### src/rtl/field_editor_if.sv
// Bus between the display FSM / RTC muxes and the field_editor value-editing stage.
interface field_editor_if;
  logic [1:0] edit_mode;
  logic [1:0] edit_pos;
  logic       btn_up;
  logic       btn_down;
  logic [7:0] cur_a;
  logic [7:0] cur_b;
  logic [7:0] cur_c;
  logic [7:0] val_a;
  logic [7:0] val_b;
  logic [7:0] val_c;
  logic       editing;
  logic       wr_strobe;
  logic [1:0] wr_group;

  modport master (
    output edit_mode, edit_pos, btn_up, btn_down, cur_a, cur_b, cur_c,
    input  val_a, val_b, val_c, editing, wr_strobe, wr_group
  );

  modport slave (
    input  edit_mode, edit_pos, btn_up, btn_down, cur_a, cur_b, cur_c,
    output val_a, val_b, val_c, editing, wr_strobe, wr_group
  );
endinterface

### src/rtl/field_editor.sv
// Edits the hour/timer/date register group with range-correct wrap and a
// one-cycle commit strobe on leaving a group.
module field_editor (
  input  logic          clk,
  input  logic          reset,
  field_editor_if.slave bus
);
  localparam int unsigned VW = 8;
  localparam int unsigned SW = 2;

  localparam logic [SW-1:0] IDLE = 2'b00;
  localparam logic [SW-1:0] LOAD = 2'b01;
  localparam logic [SW-1:0] EDIT = 2'b10;

  localparam logic [1:0] GRP_IDLE = 2'b00;
  localparam logic [1:0] GRP_DATE = 2'b10;

  localparam logic [1:0] POS_A = 2'b11;
  localparam logic [1:0] POS_B = 2'b10;
  localparam logic [1:0] POS_C = 2'b01;

  logic [SW-1:0] state, state_n;
  logic [1:0]    grp, grp_n;
  logic [VW-1:0] val_a, val_b, val_c;
  logic [VW-1:0] val_a_n, val_b_n, val_c_n;
  logic          editing, editing_n;
  logic          wr_strobe, wr_strobe_n;
  logic [1:0]    wr_group, wr_group_n;

  logic          up_s, up_d, dn_s, dn_d;
  logic          press_up, press_dn;

  logic [VW-1:0] san_a, san_b, san_c;
  logic [VW-1:0] ed_a, ed_b, ed_c;
  logic          is_date;

  // Days in month; out-of-range months fall back to 31.
  function automatic logic [VW-1:0] dmax(input logic [VW-1:0] month,
                                         input logic [VW-1:0] year);
    case (month)
      8'd4, 8'd6, 8'd9, 8'd11: dmax = 8'd30;
      8'd2:                    dmax = (year[1:0] == 2'b00) ? 8'd29 : 8'd28;
      default:                 dmax = 8'd31;
    endcase
  endfunction

  // One wrap-around step; comparisons use >=/<= so stray values still wrap.
  function automatic logic [VW-1:0] step(input logic [VW-1:0] v,
                                         input logic [VW-1:0] lo,
                                         input logic [VW-1:0] hi,
                                         input logic          up);
    if (up) step = (v >= hi) ? lo : VW'(v + 8'd1);
    else    step = (v <= lo) ? hi : VW'(v - 8'd1);
  endfunction

  assign is_date  = (grp == GRP_DATE);
  assign press_up = up_s & ~up_d;
  assign press_dn = dn_s & ~dn_d;

  // Sanitised capture of the RTC read mux for the latched group.
  always_comb begin
    logic [VW-1:0] m, y, dm;
    m     = 8'd0;
    y     = 8'd0;
    dm    = 8'd0;
    san_a = bus.cur_a;
    san_b = bus.cur_b;
    san_c = bus.cur_c;
    if (is_date) begin
      m     = (bus.cur_b == 8'd0) ? 8'd1 : ((bus.cur_b > 8'd12) ? 8'd12 : bus.cur_b);
      y     = (bus.cur_c > 8'd99) ? 8'd99 : bus.cur_c;
      dm    = dmax(m, y);
      san_a = (bus.cur_a == 8'd0) ? 8'd1 : ((bus.cur_a > dm) ? dm : bus.cur_a);
      san_b = m;
      san_c = y;
    end else begin
      san_a = (bus.cur_a > 8'd23) ? 8'd23 : bus.cur_a;
      san_b = (bus.cur_b > 8'd59) ? 8'd59 : bus.cur_b;
      san_c = (bus.cur_c > 8'd59) ? 8'd59 : bus.cur_c;
    end
  end

  // Value after one press on the selected field, with day re-clamped for dates.
  always_comb begin
    logic [VW-1:0] dm;
    ed_a = val_a;
    ed_b = val_b;
    ed_c = val_c;
    dm   = 8'd0;
    case (bus.edit_pos)
      POS_A:   ed_a = step(val_a, is_date ? 8'd1 : 8'd0,
                           is_date ? dmax(val_b, val_c) : 8'd23, press_up);
      POS_B:   ed_b = step(val_b, is_date ? 8'd1 : 8'd0,
                           is_date ? 8'd12 : 8'd59, press_up);
      POS_C:   ed_c = step(val_c, 8'd0, is_date ? 8'd99 : 8'd59, press_up);
      default: ;
    endcase
    if (is_date) begin
      dm = dmax(ed_b, ed_c);
      if (ed_a > dm) ed_a = dm;
    end
  end

  // Next-state and registered-output logic.
  always_comb begin
    state_n     = state;
    grp_n       = grp;
    val_a_n     = val_a;
    val_b_n     = val_b;
    val_c_n     = val_c;
    editing_n   = editing;
    wr_strobe_n = 1'b0;
    wr_group_n  = wr_group;
    case (state)
      IDLE: begin
        if (bus.edit_mode != GRP_IDLE) begin
          state_n = LOAD;
          grp_n   = bus.edit_mode;
        end
      end
      LOAD: begin
        val_a_n   = san_a;
        val_b_n   = san_b;
        val_c_n   = san_c;
        editing_n = 1'b1;
        state_n   = EDIT;
      end
      EDIT: begin
        if (bus.edit_mode == GRP_IDLE) begin
          state_n     = IDLE;
          editing_n   = 1'b0;
          wr_strobe_n = 1'b1;
          wr_group_n  = grp;
        end else if (bus.edit_mode != grp) begin
          state_n     = LOAD;
          grp_n       = bus.edit_mode;
          editing_n   = 1'b0;
          wr_strobe_n = 1'b1;
          wr_group_n  = grp;
        end else if ((bus.edit_pos != 2'b00) && (press_up ^ press_dn)) begin
          val_a_n = ed_a;
          val_b_n = ed_b;
          val_c_n = ed_c;
        end
      end
      default: state_n = IDLE;
    endcase
  end

  // State, outputs and button edge detectors.
  always_ff @(posedge clk) begin
    if (reset) begin
      state     <= IDLE;
      grp       <= GRP_IDLE;
      val_a     <= 8'd0;
      val_b     <= 8'd0;
      val_c     <= 8'd0;
      editing   <= 1'b0;
      wr_strobe <= 1'b0;
      wr_group  <= 2'b00;
      up_s      <= 1'b1;
      up_d      <= 1'b1;
      dn_s      <= 1'b1;
      dn_d      <= 1'b1;
    end else begin
      state     <= state_n;
      grp       <= grp_n;
      val_a     <= val_a_n;
      val_b     <= val_b_n;
      val_c     <= val_c_n;
      editing   <= editing_n;
      wr_strobe <= wr_strobe_n;
      wr_group  <= wr_group_n;
      up_s      <= bus.btn_up;
      up_d      <= up_s;
      dn_s      <= bus.btn_down;
      dn_d      <= dn_s;
    end
  end

  assign bus.val_a     = val_a;
  assign bus.val_b     = val_b;
  assign bus.val_c     = val_c;
  assign bus.editing   = editing;
  assign bus.wr_strobe = wr_strobe;
  assign bus.wr_group  = wr_group;
endmodule
### src/flat_wrapper.sv
// flat-port wrapper written by rule: the top's interface ports become plain ports
module field_editor_flat 
  (clk, reset, bus_edit_mode, bus_edit_pos, bus_btn_up, bus_btn_down, bus_cur_a, bus_cur_b, bus_cur_c, bus_val_a, bus_val_b, bus_val_c, bus_editing, bus_wr_strobe, bus_wr_group);
  field_editor_if bus_i ();
  input  logic clk;
  input  logic reset;
  input wire logic [$bits(bus_i.edit_mode)-1:0] bus_edit_mode;
  input wire logic [$bits(bus_i.edit_pos)-1:0] bus_edit_pos;
  input wire logic [$bits(bus_i.btn_up)-1:0] bus_btn_up;
  input wire logic [$bits(bus_i.btn_down)-1:0] bus_btn_down;
  input wire logic [$bits(bus_i.cur_a)-1:0] bus_cur_a;
  input wire logic [$bits(bus_i.cur_b)-1:0] bus_cur_b;
  input wire logic [$bits(bus_i.cur_c)-1:0] bus_cur_c;
  output wire logic [$bits(bus_i.val_a)-1:0] bus_val_a;
  output wire logic [$bits(bus_i.val_b)-1:0] bus_val_b;
  output wire logic [$bits(bus_i.val_c)-1:0] bus_val_c;
  output wire logic [$bits(bus_i.editing)-1:0] bus_editing;
  output wire logic [$bits(bus_i.wr_strobe)-1:0] bus_wr_strobe;
  output wire logic [$bits(bus_i.wr_group)-1:0] bus_wr_group;
  assign bus_i.edit_mode = bus_edit_mode;
  assign bus_i.edit_pos = bus_edit_pos;
  assign bus_i.btn_up = bus_btn_up;
  assign bus_i.btn_down = bus_btn_down;
  assign bus_i.cur_a = bus_cur_a;
  assign bus_i.cur_b = bus_cur_b;
  assign bus_i.cur_c = bus_cur_c;
  assign bus_val_a = bus_i.val_a;
  assign bus_val_b = bus_i.val_b;
  assign bus_val_c = bus_i.val_c;
  assign bus_editing = bus_i.editing;
  assign bus_wr_strobe = bus_i.wr_strobe;
  assign bus_wr_group = bus_i.wr_group;
  field_editor u_core (.clk(clk), .reset(reset), .bus(bus_i));
endmodule
### config.mk
export PLATFORM = sky130hd
export DESIGN_NAME = field_editor_flat
export DESIGN_NICKNAME = d
export VERILOG_FILES = /design/src/rtl/field_editor_if.sv /design/src/rtl/field_editor.sv /design/src/flat_wrapper.sv
export SDC_FILE = /design/constraint.sdc
export NUM_CORES = 1
export LEC_CHECK = 0
export CORE_MARGIN = 5
export CORE_UTILIZATION = 40
export CTS_CLUSTER_SIZE = 8
export DETAILED_ROUTE_END_ITERATION = 8
export DONT_BUFFER_PORTS = 1
export GPL_ROUTABILITY_DRIVEN = 0
export HOLD_SLACK_MARGIN = 0.05
export PLACE_DENSITY_LB_ADDON = 0.25
export SYNTH_ARGS = -nofsm -noshare
export SYNTH_HDL_FRONTEND = slang
export SYNTH_SLANG_ARGS = --single-unit
### constraint.sdc
create_clock -name clk -period 4.3 [get_ports clk]
set_clock_uncertainty 0.15 [all_clocks]
set_input_delay 0.43 -clock clk [delete_from_list [all_inputs] [get_ports clk]]
set_output_delay 0.43 -clock clk [all_outputs]
set_load 0.005 [all_outputs]
==> results of run 1 <==
-- metal layers --
layer | vias up | routed length (um) | part of all wire
met5 | - | 0 | 0
met4 | 0 | 295 | 0.024
met3 | 27 | 1060 | 0.086
met2 | 177 | 5870 | 0.48
met1 | 1975 | 5110 | 0.41
li1 | 2008 | - | -
-- final cells by class --
type,instances,area share
flip-flops and latches,36,0.172
clock inverters,2,0.00833
inverters,22,0.0214
well taps,133,0.0396
repair buffers,30,0.0565
multi-input cells,434,0.685
clock buffers,6,0.0173
-- worst max-delay path by stage --
stage	start	end	slack, ns	cells past startpoint
after floorplan	u_core.grp[1]$_SDFFE_PP0P_	u_core.bus.val_a[0]$_SDFFE_PP0P_	0.07	19
after global placement	u_core.bus.val_b[0]$_SDFFE_PP0P_	u_core.bus.val_a[0]$_SDFFE_PP0P_	0.32	18
after detailed placement	u_core.bus.val_b[0]$_SDFFE_PP0P_	u_core.bus.val_a[0]$_SDFFE_PP0P_	0.19	18
after CTS	u_core.bus.val_b[0]$_SDFFE_PP0P_	u_core.bus.val_a[0]$_SDFFE_PP0P_	0.17	18
after global routing	u_core.bus.val_b[0]$_SDFFE_PP0P_	u_core.bus.val_a[0]$_SDFFE_PP0P_	0.01	18
final	u_core.grp[1]$_SDFFE_PP0P_	u_core.bus.val_a[0]$_SDFFE_PP0P_	0.28	18
-- repair_timing --
action,CTS,global route
hold buffers,1,0
endpoints found under the hold margin,30,0
resized for setup,0,5
setup endpoints to repair,0,2
setup buffers,0,1
-- flip-flops by register name, indices dropped and copies added, names as in the netlist, 2 cells and up --
signal / cells
u_core.bus.val_b: 8
u_core.bus.val_c: 8
u_core.bus.val_a: 8
u_core.bus.wr_group: 2
u_core.state: 2
u_core.grp: 2
-- report_power, final --
part / switching [mW] / total, mW / internal (mW)
sequential: 0.0799 / 0.463 / 0.383
clock: 0.142 / 0.314 / 0.172
combinational: 0.594 / 0.993 / 0.399
-- placed cells by master (no fill, tap or decap), types with 6 or more instances in the layout --
cell type and n:
nor2b_1 6, dfxtp_1 34, inv_1 20, o211ai_1 14, nand4_1 14, and3_1 7, ha_1 22, buf_4 29
nor2_1 50, nor4_1 11, mux2i_1 8, nor3_1 22, nand2_1 46, a21oi_1 41, o21ai_0 34, a211oi_1 16
nand2b_1 9, nand3_1 17
-- stage by stage --
step	total power [mW]	area (um^2)	std cells	worst slack [ns]	hold slack (ns)
after global placement	1.42	4050	653	0.319	0.270
after detailed placement	1.43	4050	653	0.186	0.268
after global routing	1.91	4210	663	0.0115	0.0724
after CTS	1.76	4180	662	0.170	0.0673
after floorplan	1.20	3890	533	0.0684	0.259
final	1.77	4210	663	0.280	0.0713
-- worst max-delay path, delay by kind of cell (launching register included) --
kind,cells,cell delay (ns)
AND/OR/NAND/NOR,7,1.25
AO/OA/AOI/OAI,6,1.24
adder cells (fa/ha/maj),2,0.61
flip-flops,1,0.33
buffers and inverters,3,0.31
-- logic make-up (layout without fill, tap and decap cells) --
kind of cell,after synthesis,after routing,synth area share
xor gates and xnor gates,6,6,0.0135
adders and majority gates,22,22,0.0707
muxes,10,10,0.0264
DFF,36,36,0.185
AOI/OAI and AO/OA,177,177,0.326
buffers and inverters,63,60,0.0797
and+or+nand+nor,219,219,0.299
==> results.md, run 1 <==
* Status: complete, no violations
* Congestion Overflow GR at 0
* Setup TNS at 0 ns
* Via density at between 6 and 7
* Port buffer count at 0
* Met3 Usage GRT at 0.0539
* CP Cell Sequence: nor2b_4, inv_8, ha_1, nor3b_1, o221a_2, o211ai_2, o41ai_1, nor4_1, buf_4, nand4_1, inv_1, ha_1, a21oi_1, a211oi_1, nand4_1, and2_4, nor3b_2, a2111oi_2
* Ys async rst share at 0
* Area occupied by registers at 723 um^2
* Synth Warn # at 0
* Clock slew seen by the registers of the worst setup and hold paths at around 0.080 ns
* Hold path depth at 1
* Global-route wire length before repair at 20300 um
* Max-slew violation count at 0
* Die ar. at roughly 12000 um^2
* Syn Inst Count at about 530
* Library cells used by synthesis at 85
* Die height at 109 um
* Area grow syn2layout at 8.00%
* Hold Path Origin: bus_btn_up
* Ys flop type: dfxtp_1
* Syn nets at 587
* Layout Utilization at 0.436
* DRC errors left at 0
* Pin count of the biggest net entering global routing at 31
* FF+latch count, synth at 36
* Die width at 109 um
* R2R setup slack at 0.28 ns
* WHS Endpoint: u_core.up_s$_SDFF_PP1_
* Slowest cell on the critical path: o41ai_1
* Layout cell share with drive strength beyond 1 at 0.136
* IO Pins at 60
* Num rows at 36
* Max Clock Freq at 249 MHz
* Worst setup SP type: register
* Max-Cap Viols at 0
* Setup Crit Path Kind: register to register
* First DRT Iteration DRCs at 322
* Sink Count at 36
* Core Box Area at roughly 9600 um^2
* Vias in the first global route at 4096
* CTS Buffer Depth at 2
* Multi-input gate area at 2880 um^2
* H-tree depth at 2
* Worst hold-check path type: input pin to register
* Worst-skew pair later-pin latency at slightly above 0.3 ns
* Pwr Density at 421 nW/um^2
* Top post-synthesis cells by area: dfxtp_1, ha_1, a21oi_1, nor2_1, nand2_1
* R2r endpoint: u_core.bus.val_a[0]$_SDFFE_PP0P_
* CP required at approximately 4.3 ns
* Reg2Reg Depth at 18
* Crit path time final at 4.02 ns
* Worst path arrival time at 4.05 ns
* Drt total wl at 12300 um
* Detailed placement HPWL at 8880 um
* Largest stage delay on the critical path at 0.47 ns
* CP max FO at 18
* DR pass1 iterations at 5
* Effective utilization at floorplan at 0.404
* Worst reg2reg path startpoint: u_core.grp[1]$_SDFFE_PP0P_
* Total Routing Usage GR at 0.212
* Yosys top cell by area: dfxtp_1
* Most common cell in the netlist: nor2_1
* Antenna cells at 0
* EDFF count, synth at 0
* Leak at 1.52 nW
* Post-DRT Antenna Nets at 0
* Fillers at 1008
* Final #Nets at 583
* Root buf cell: clkbuf_8
* CTS tree: yes
* Synth top cells by count: nor2_1, nand2_1, a21oi_1
* Post-synthesis sequential area ratio at 0.185
* Rel. slew slack at 0.460
* Worst slew pin tran at 0.805 ns
* Global route hottest layer: met2
* Initial antenna violation count at 0
* Final Hold Fails at 0
* Met2 usage at 0.355
* M1 GR Usage at 0.266
* Final setup violation count at 0
* Total number of vias at roughly 4200
* RSZ-0062 raised after global routing: false
* VDD IR max at 0.196 mV
* Tcrit/Tclk final at 0.935
* Share of the synthesized area in the top cell type at 0.185
* DR WL/cell at around 19 um
* Post-Synthesis Cell Area at between 3000 and 4000 um^2
* CTS Buf Count at 5
* CP endpoint kind: register
* Syn Area/Cell at 7.31 um^2
Note: power is estimated with default switching activity, not from simulation.
==> inputs of run 2 (changes only) <==
- GPL_TIMING_DRIVEN: not set -> 0
- SETUP_SLACK_MARGIN: not set -> 0.15
==> run 2 against run 1 <==
Effect of this change:
- non-clock buffer count increased by 47
- sequential power increased by 1%
- wire length increased by 15%
- clock power increased by 3%
- via count increased by 8.9%
- critical path depth increased by 2
- setup slack got worse by 0.13 ns
- die area unchanged
- critical path type unchanged
- largest cell class unchanged
- largest power group unchanged
==> results.md, run 2 (same netlist as run 1, synthesis figures left out) <==
* CTS tree: yes
* CTS Buffer Depth at 2
* DR WL/cell at 20.0 um
* Max-Cap Viols at 0
* R2r endpoint: u_core.bus.val_a[0]$_SDFFE_PP0P_
* Worst hold-check path type: input pin to register
* R2R setup slack at approximately 0.15 ns
* CP max FO at 6
* Worst slew pin tran at 0.812 ns
* Total number of vias at 4561
* Die ar. at 11800 um^2
* Num rows at 36
* Drt total wl at 14200 um
* Antenna cells at 0
* CP required at 4.33 ns
* H-tree depth at 2
* Gate power share at 0.616
* CTS Buf Count at 5
* Tcrit/Tclk final at 0.966
* RSZ-0062 raised after global routing: true
* CTS Hold Bufs at 0
* Setup Crit Path Kind: register to register
* Cell family with most CP delay: simple AND/OR/NAND/NOR gates
* Sw Pwr at 953 uW
* Worst Setup Slack, final at ~0.15 ns
* DP Worst Slack at -0.732 ns
* Effective utilization at floorplan at 0.404
* Internal power at 1.11 mW
* Core Box Area at 9640 um^2
* Initial antenna violation count at 0
* Leak at around 1.8 nW
* Pin count of the biggest net entering global routing at 13
* VDD IR max at 0.244 mV
* Root buf cell: clkbuf_8
* Setup TNS at 0 ns
* Final Hold Fails at 0
* Hold path depth at 1
* Fillers at 945
* Status: complete, no violations
* Worst setup SP type: register
* Layout Utilization at 0.496
* Reg2Reg Depth at 20
* Clk pwr share at 0.156
* Rel. slew slack at 0.454
* CP Cell Sequence: buf_6, nor2b_4, inv_8, clkbuf_16, buf_12, ha_4, inv_1, o211ai_1, and3_1, o32ai_1, nor3_2, o21ai_2, o31ai_4, nand2_1, ha_1, a211oi_2, nand4_1, and2_4, nor3b_4, a2111oi_4
* Hold Path Origin: bus_btn_up
* Max-slew violation count at 0
* Port buffer count at 0
* Clock slew seen by the registers of the worst setup and hold paths at 0.08 ns
* Worst reg2reg path startpoint: u_core.grp[1]$_SDFFE_PP0P_
* Die width at 109 um
* Slowest cell on the critical path: o211ai_1
* Max Clock Freq at roughly 240 MHz
* CP bufs+invs at 5
* Largest registers: u_core.bus.val_a (8), u_core.bus.val_b (8), u_core.bus.val_c (8)
* Congestion Overflow GR at 0
* Global-route wire length before repair at 21900 um
* Die height at 109 um
* Vias in the first global route at 4328
* Via density at 6.42
* Pwr Density at 431 nW/um^2
* Commonest non-fill, non-tap cell in the layout: nor2_1
* DR pass1 iterations at 7
* Most frequent cells in the layout: nor2_1, nand2_1, a21oi_1
* Crit path time final at 4.15 ns
* IO Pins at 60
* CP endpoint kind: register
* WHS Endpoint: u_core.up_s$_SDFF_PP1_
* Worst path arrival time at 4.19 ns
* Layout cell share with drive strength beyond 1 at 0.225
* Total Routing Usage GR at 0.232
* Final setup violation count at 0
* Area grow syn2layout at 22.8%
* Final #Nets at 630
* Worst setup path startpoint: u_core.grp[1]$_SDFFE_PP0P_
* Worst-skew pair later-pin latency at 0.31 ns
* Post-DRT Antenna Nets at 0
* Sink Count at 36
* Largest stage delay on the critical path at approximately 0.39 ns
* Detailed placement HPWL at ~9900 um
* First DRT Iteration DRCs at 332
* Sw Ratio at 0.462
* DRC errors left at 0
* Reg power frac at 0.228
==> run 2: changes by cell type in the layout (fill, tap and decap cells not counted), sizes merged <==
cell	delta
buf	+22
clkbuf	+25
inv	-1
clkinvlp	+1
==> run 2: worst max path at each step <==
| stage | to | slack, ns | depth (start not counted) |
|---|---|---|---|
| after global routing | u_core.bus.val_a[0]$_SDFFE_PP0P_ | 0.01 | 21 |
| after CTS | u_core.bus.val_a[0]$_SDFFE_PP0P_ | 0.16 | 20 |
| after floorplan | u_core.bus.val_a[0]$_SDFFE_PP0P_ | 0.20 | 19 |
| final | u_core.bus.val_a[0]$_SDFFE_PP0P_ | 0.15 | 20 |
| after detailed placement | u_core.bus.val_a[0]$_SDFFE_PP0P_ | -0.73 | 19 |
| after global placement | u_core.bus.val_a[0]$_SDFFE_PP0P_ | -0.65 | 19 |
==> run 2: final cells by class <==
class                   instances  area, um^2  area share
multi-input cells             434        3100       0.649
flip-flops and latches         36         732       0.153
plain buffers                  41         300      0.0628
repair buffers                 36         278      0.0581
well taps                     133         166      0.0348
inverters                      22        93.8      0.0196
clock buffers                   6        72.6      0.0152
clock inverters                 2        35.0     0.00733
==> run 2: power by group through the flow <==
stage / combinational, mW / sequential [mW] / clock, mW
final: 1.27 / 0.469 / 0.322
after global routing: 1.37 / 0.478 / 0.332
after CTS: 1.06 / 0.466 / 0.319
after detailed placement: 0.953 / 0.469 / 0
after global placement: 0.936 / 0.468 / 0
after floorplan: 0.755 / 0.442 / 0
==> run 2: metal layers <==
metal  track usage  share of wire
met5             0              0
met2         0.385           0.48
met4        0.0884          0.029
met3        0.0450          0.092
met1         0.296           0.40
==> run 2: per-stage QoR <==
| step | std cells | power [mW] | instance area (um^2) | hold WS, ns |
|---|---|---|---|---|
| floorplan | 533 | 1.20 | 3890 | 0.259 |
| global placement | 666 | 1.40 | 4060 | 0.267 |
| finish | 710 | 2.06 | 4780 | 0.0767 |
| global route | 710 | 2.18 | 4780 | 0.0701 |
| detailed placement | 666 | 1.42 | 4060 | 0.277 |
| CTS | 685 | 1.85 | 4420 | 0.0760 |
==> run 2: repair_timing <==
| item | 4_1_cts | 5_1_grt |
|---|---|---|
| pin swaps | 14 | 22 |
| resized for setup | 40 | 41 |
| endpoints found under the setup margin | 6 | 6 |
| buffers inserted | 11 | 25 |
==> inputs of run 3 (changes only) <==
- clock period: 4.3 -> 4.55 ns (I/O delays scaled with it)
==> run 3 against run 2 <==
Effect of this change:
- first-iteration DRC count down 3.0%
- non-clock buffer count down 22
- via count down 3.2%
- utilization down 3.5 points
- final cell count down 3.1%
- combinational power down 16%
- largest power group unchanged
==> results.md, run 3 (same netlist as run 1, synthesis figures left out) <==
* Worst setup SP type: register
* Final Hold Fails at 0
* Total number of vias at roughly 4400
* Die height at roughly 110 um
* H-tree depth at 2
* Post-DRT Antenna Nets at 0
* Max-Cap Viols at 0
* Drt total wl at between 10000 and 15000 um
* Sw Ratio at 0.470
* CTS tree: yes
* Final setup violation count at 0
* Total Routing Usage GR at 0.225
* Reg2Reg Depth at 19
* Internal power at 954 uW
* Most frequent cells in the layout: nor2_1, nand2_1, a21oi_1
* Commonest non-fill, non-tap cell in the layout: nor2_1
* Congestion Overflow GR at 0
* Multi-input gate area at roughly 3000 um^2
* Worst-skew pair later-pin latency at around 0.30 ns
* CP required at 4.59 ns
* Reg power frac at 0.243
* Hold path depth at 1
* Largest registers: u_core.bus.val_a (8), u_core.bus.val_b (8), u_core.bus.val_c (8)
* First DRT Iteration DRCs at 322
* Largest stage delay on the critical path at roughly 0.44 ns
* CP max FO at 12
* Global-route wire length before repair at 21200 um
* Area grow syn2layout at 14.2%
* Rel. slew slack at 0.398
* DR pass1 iterations at 5
* Fillers at 992
* Port buffer count at 0
* Max-slew violation count at 0
* Final #Nets at approximately 610
* CTS Buffer Depth at 2
* CP Cell Sequence: buf_6, nor2b_4, inv_8, buf_4, buf_6, ha_4, nand2b_1, a21oi_2, o21ai_2, o41ai_2, nor2_1, o31ai_2, nand2_1, ha_1, a211oi_2, nand4_1, and2_4, nor3b_2, a2111oi_2
* DR WL/cell at between 15 and 20 um
* Setup TNS at 0 ns
* Gate power share at 0.593
* Initial antenna violation count at 0
* Max Clock Freq at 233 MHz
* CTS Buf Count at 5
* Core Box Area at 9640 um^2
* Crit path time final at approximately 4.3 ns
* Clk pwr share at 0.164
* Pin count of the biggest net entering global routing at 13
* Tcrit/Tclk final at 0.942
* Setup Crit Path Kind: register to register
* Vias in the first global route at 4238
* Worst path arrival time at 4.33 ns
* Antenna cells at 0
* Num rows at 36
* Die width at 109 um
* Via density at 6.42
* VDD IR max at around 0.22 mV
* Worst hold-check path type: input pin to register
* RSZ-0062 raised after global routing: false
* Slowest cell on the critical path: o41ai_2
* Die ar. at ~12000 um^2
* Status: complete, no violations
* Effective utilization at floorplan at 0.404
* Worst slew pin tran at 0.892 ns
* Pwr Density at 404 nW/um^2
* IO Pins at 60
* Sw Pwr at 844 uW
* DRC errors left at 0
* Clock slew seen by the registers of the worst setup and hold paths at 0.08 ns
* Worst Setup Slack, final at approximately 0.26 ns
* CP endpoint kind: register
* DP Worst Slack at -0.739 ns
* CTS Hold Bufs at 0
* Layout cell share with drive strength beyond 1 at 0.159
* Root buf cell: clkbuf_8
* Most Frequent Cell on Critical Path: buf_6
* Leak at 1.60 nW
* Sink Count at 36
* Detailed placement HPWL at between 9000 and 10000 um
* Area occupied by registers at between 700 and 800 um^2
==> run 3: per-layer routing <==
metal,track usage,vias up,part of all wire
met5,0,-,0
met4,0.0866,0,0.027
met3,0.0509,29,0.079
met2,0.376,221,0.47
met1,0.281,2097,0.42
li1,-,2067,-
==> run 3: power by group through the flow <==
stage | clock (mW) | combinational [mW] | sequential, mW
global route | 0.312 | 1.16 | 0.446
floorplan | 0 | 0.713 | 0.418
global placement | 0 | 0.885 | 0.442
detailed placement | 0 | 0.904 | 0.444
CTS | 0.298 | 0.944 | 0.437
finish | 0.295 | 1.07 | 0.437
==> run 3: worst paths after layout <==
kind                         startpoint                                to  slack, ns
max          u_core.grp[1]$_SDFFE_PP0P_  u_core.bus.val_a[0]$_SDFFE_PP0P_       0.26
min                          bus_btn_up            u_core.up_s$_SDFF_PP1_       0.10
max reg2reg  u_core.grp[1]$_SDFFE_PP0P_  u_core.bus.val_a[0]$_SDFFE_PP0P_       0.26
min reg2reg      u_core.dn_s$_SDFF_PP1_            u_core.dn_d$_SDFF_PP1_       0.28
==> run 3: cell type report <==
cell class                 count  share of cell area
timing repair buffer          14              0.0236
sequential                    36               0.162
clock inverter                 2             0.00788
clock buffer                   6              0.0163
inverter                      22              0.0211
tap                          133              0.0374
multi-input combinational    434               0.676
buffer                        41              0.0554
==> run 3: repair_timing <==
action | 4_1_cts | 5_1_grt
pin swaps | 4 | 13
buffers inserted | 3 | 11
setup endpoints to repair | 5 | 5
resized for setup | 17 | 26
endpoints found under the hold margin | 0 | 0
==> run 3: worst max-delay path, delay by kind of cell, from the launching register on <==
kind	cells	cell delay [ns]
simple gates	7	1.18
buf+inv	4	0.58
fa+ha+maj	2	0.53
compound gates	6	1.42
flops	1	0.33
==> run 3: through the flow <==
stage / area, um^2 / cells / utilization / hold WS (ns) / power [mW]
3_3_place_gp: 4060 / 666 / 0.421 / 0.267 / 1.33
3_5_place_dp: 4060 / 666 / 0.421 / 0.269 / 1.35
5_1_grt: 4450 / 688 / 0.461 / 0.0938 / 1.92
4_1_cts: 4260 / 677 / 0.442 / 0.100 / 1.68
6_report: 4450 / 688 / 0.461 / 0.102 / 1.80
2_1_floorplan: 3890 / 533 / - / 0.259 / 1.13
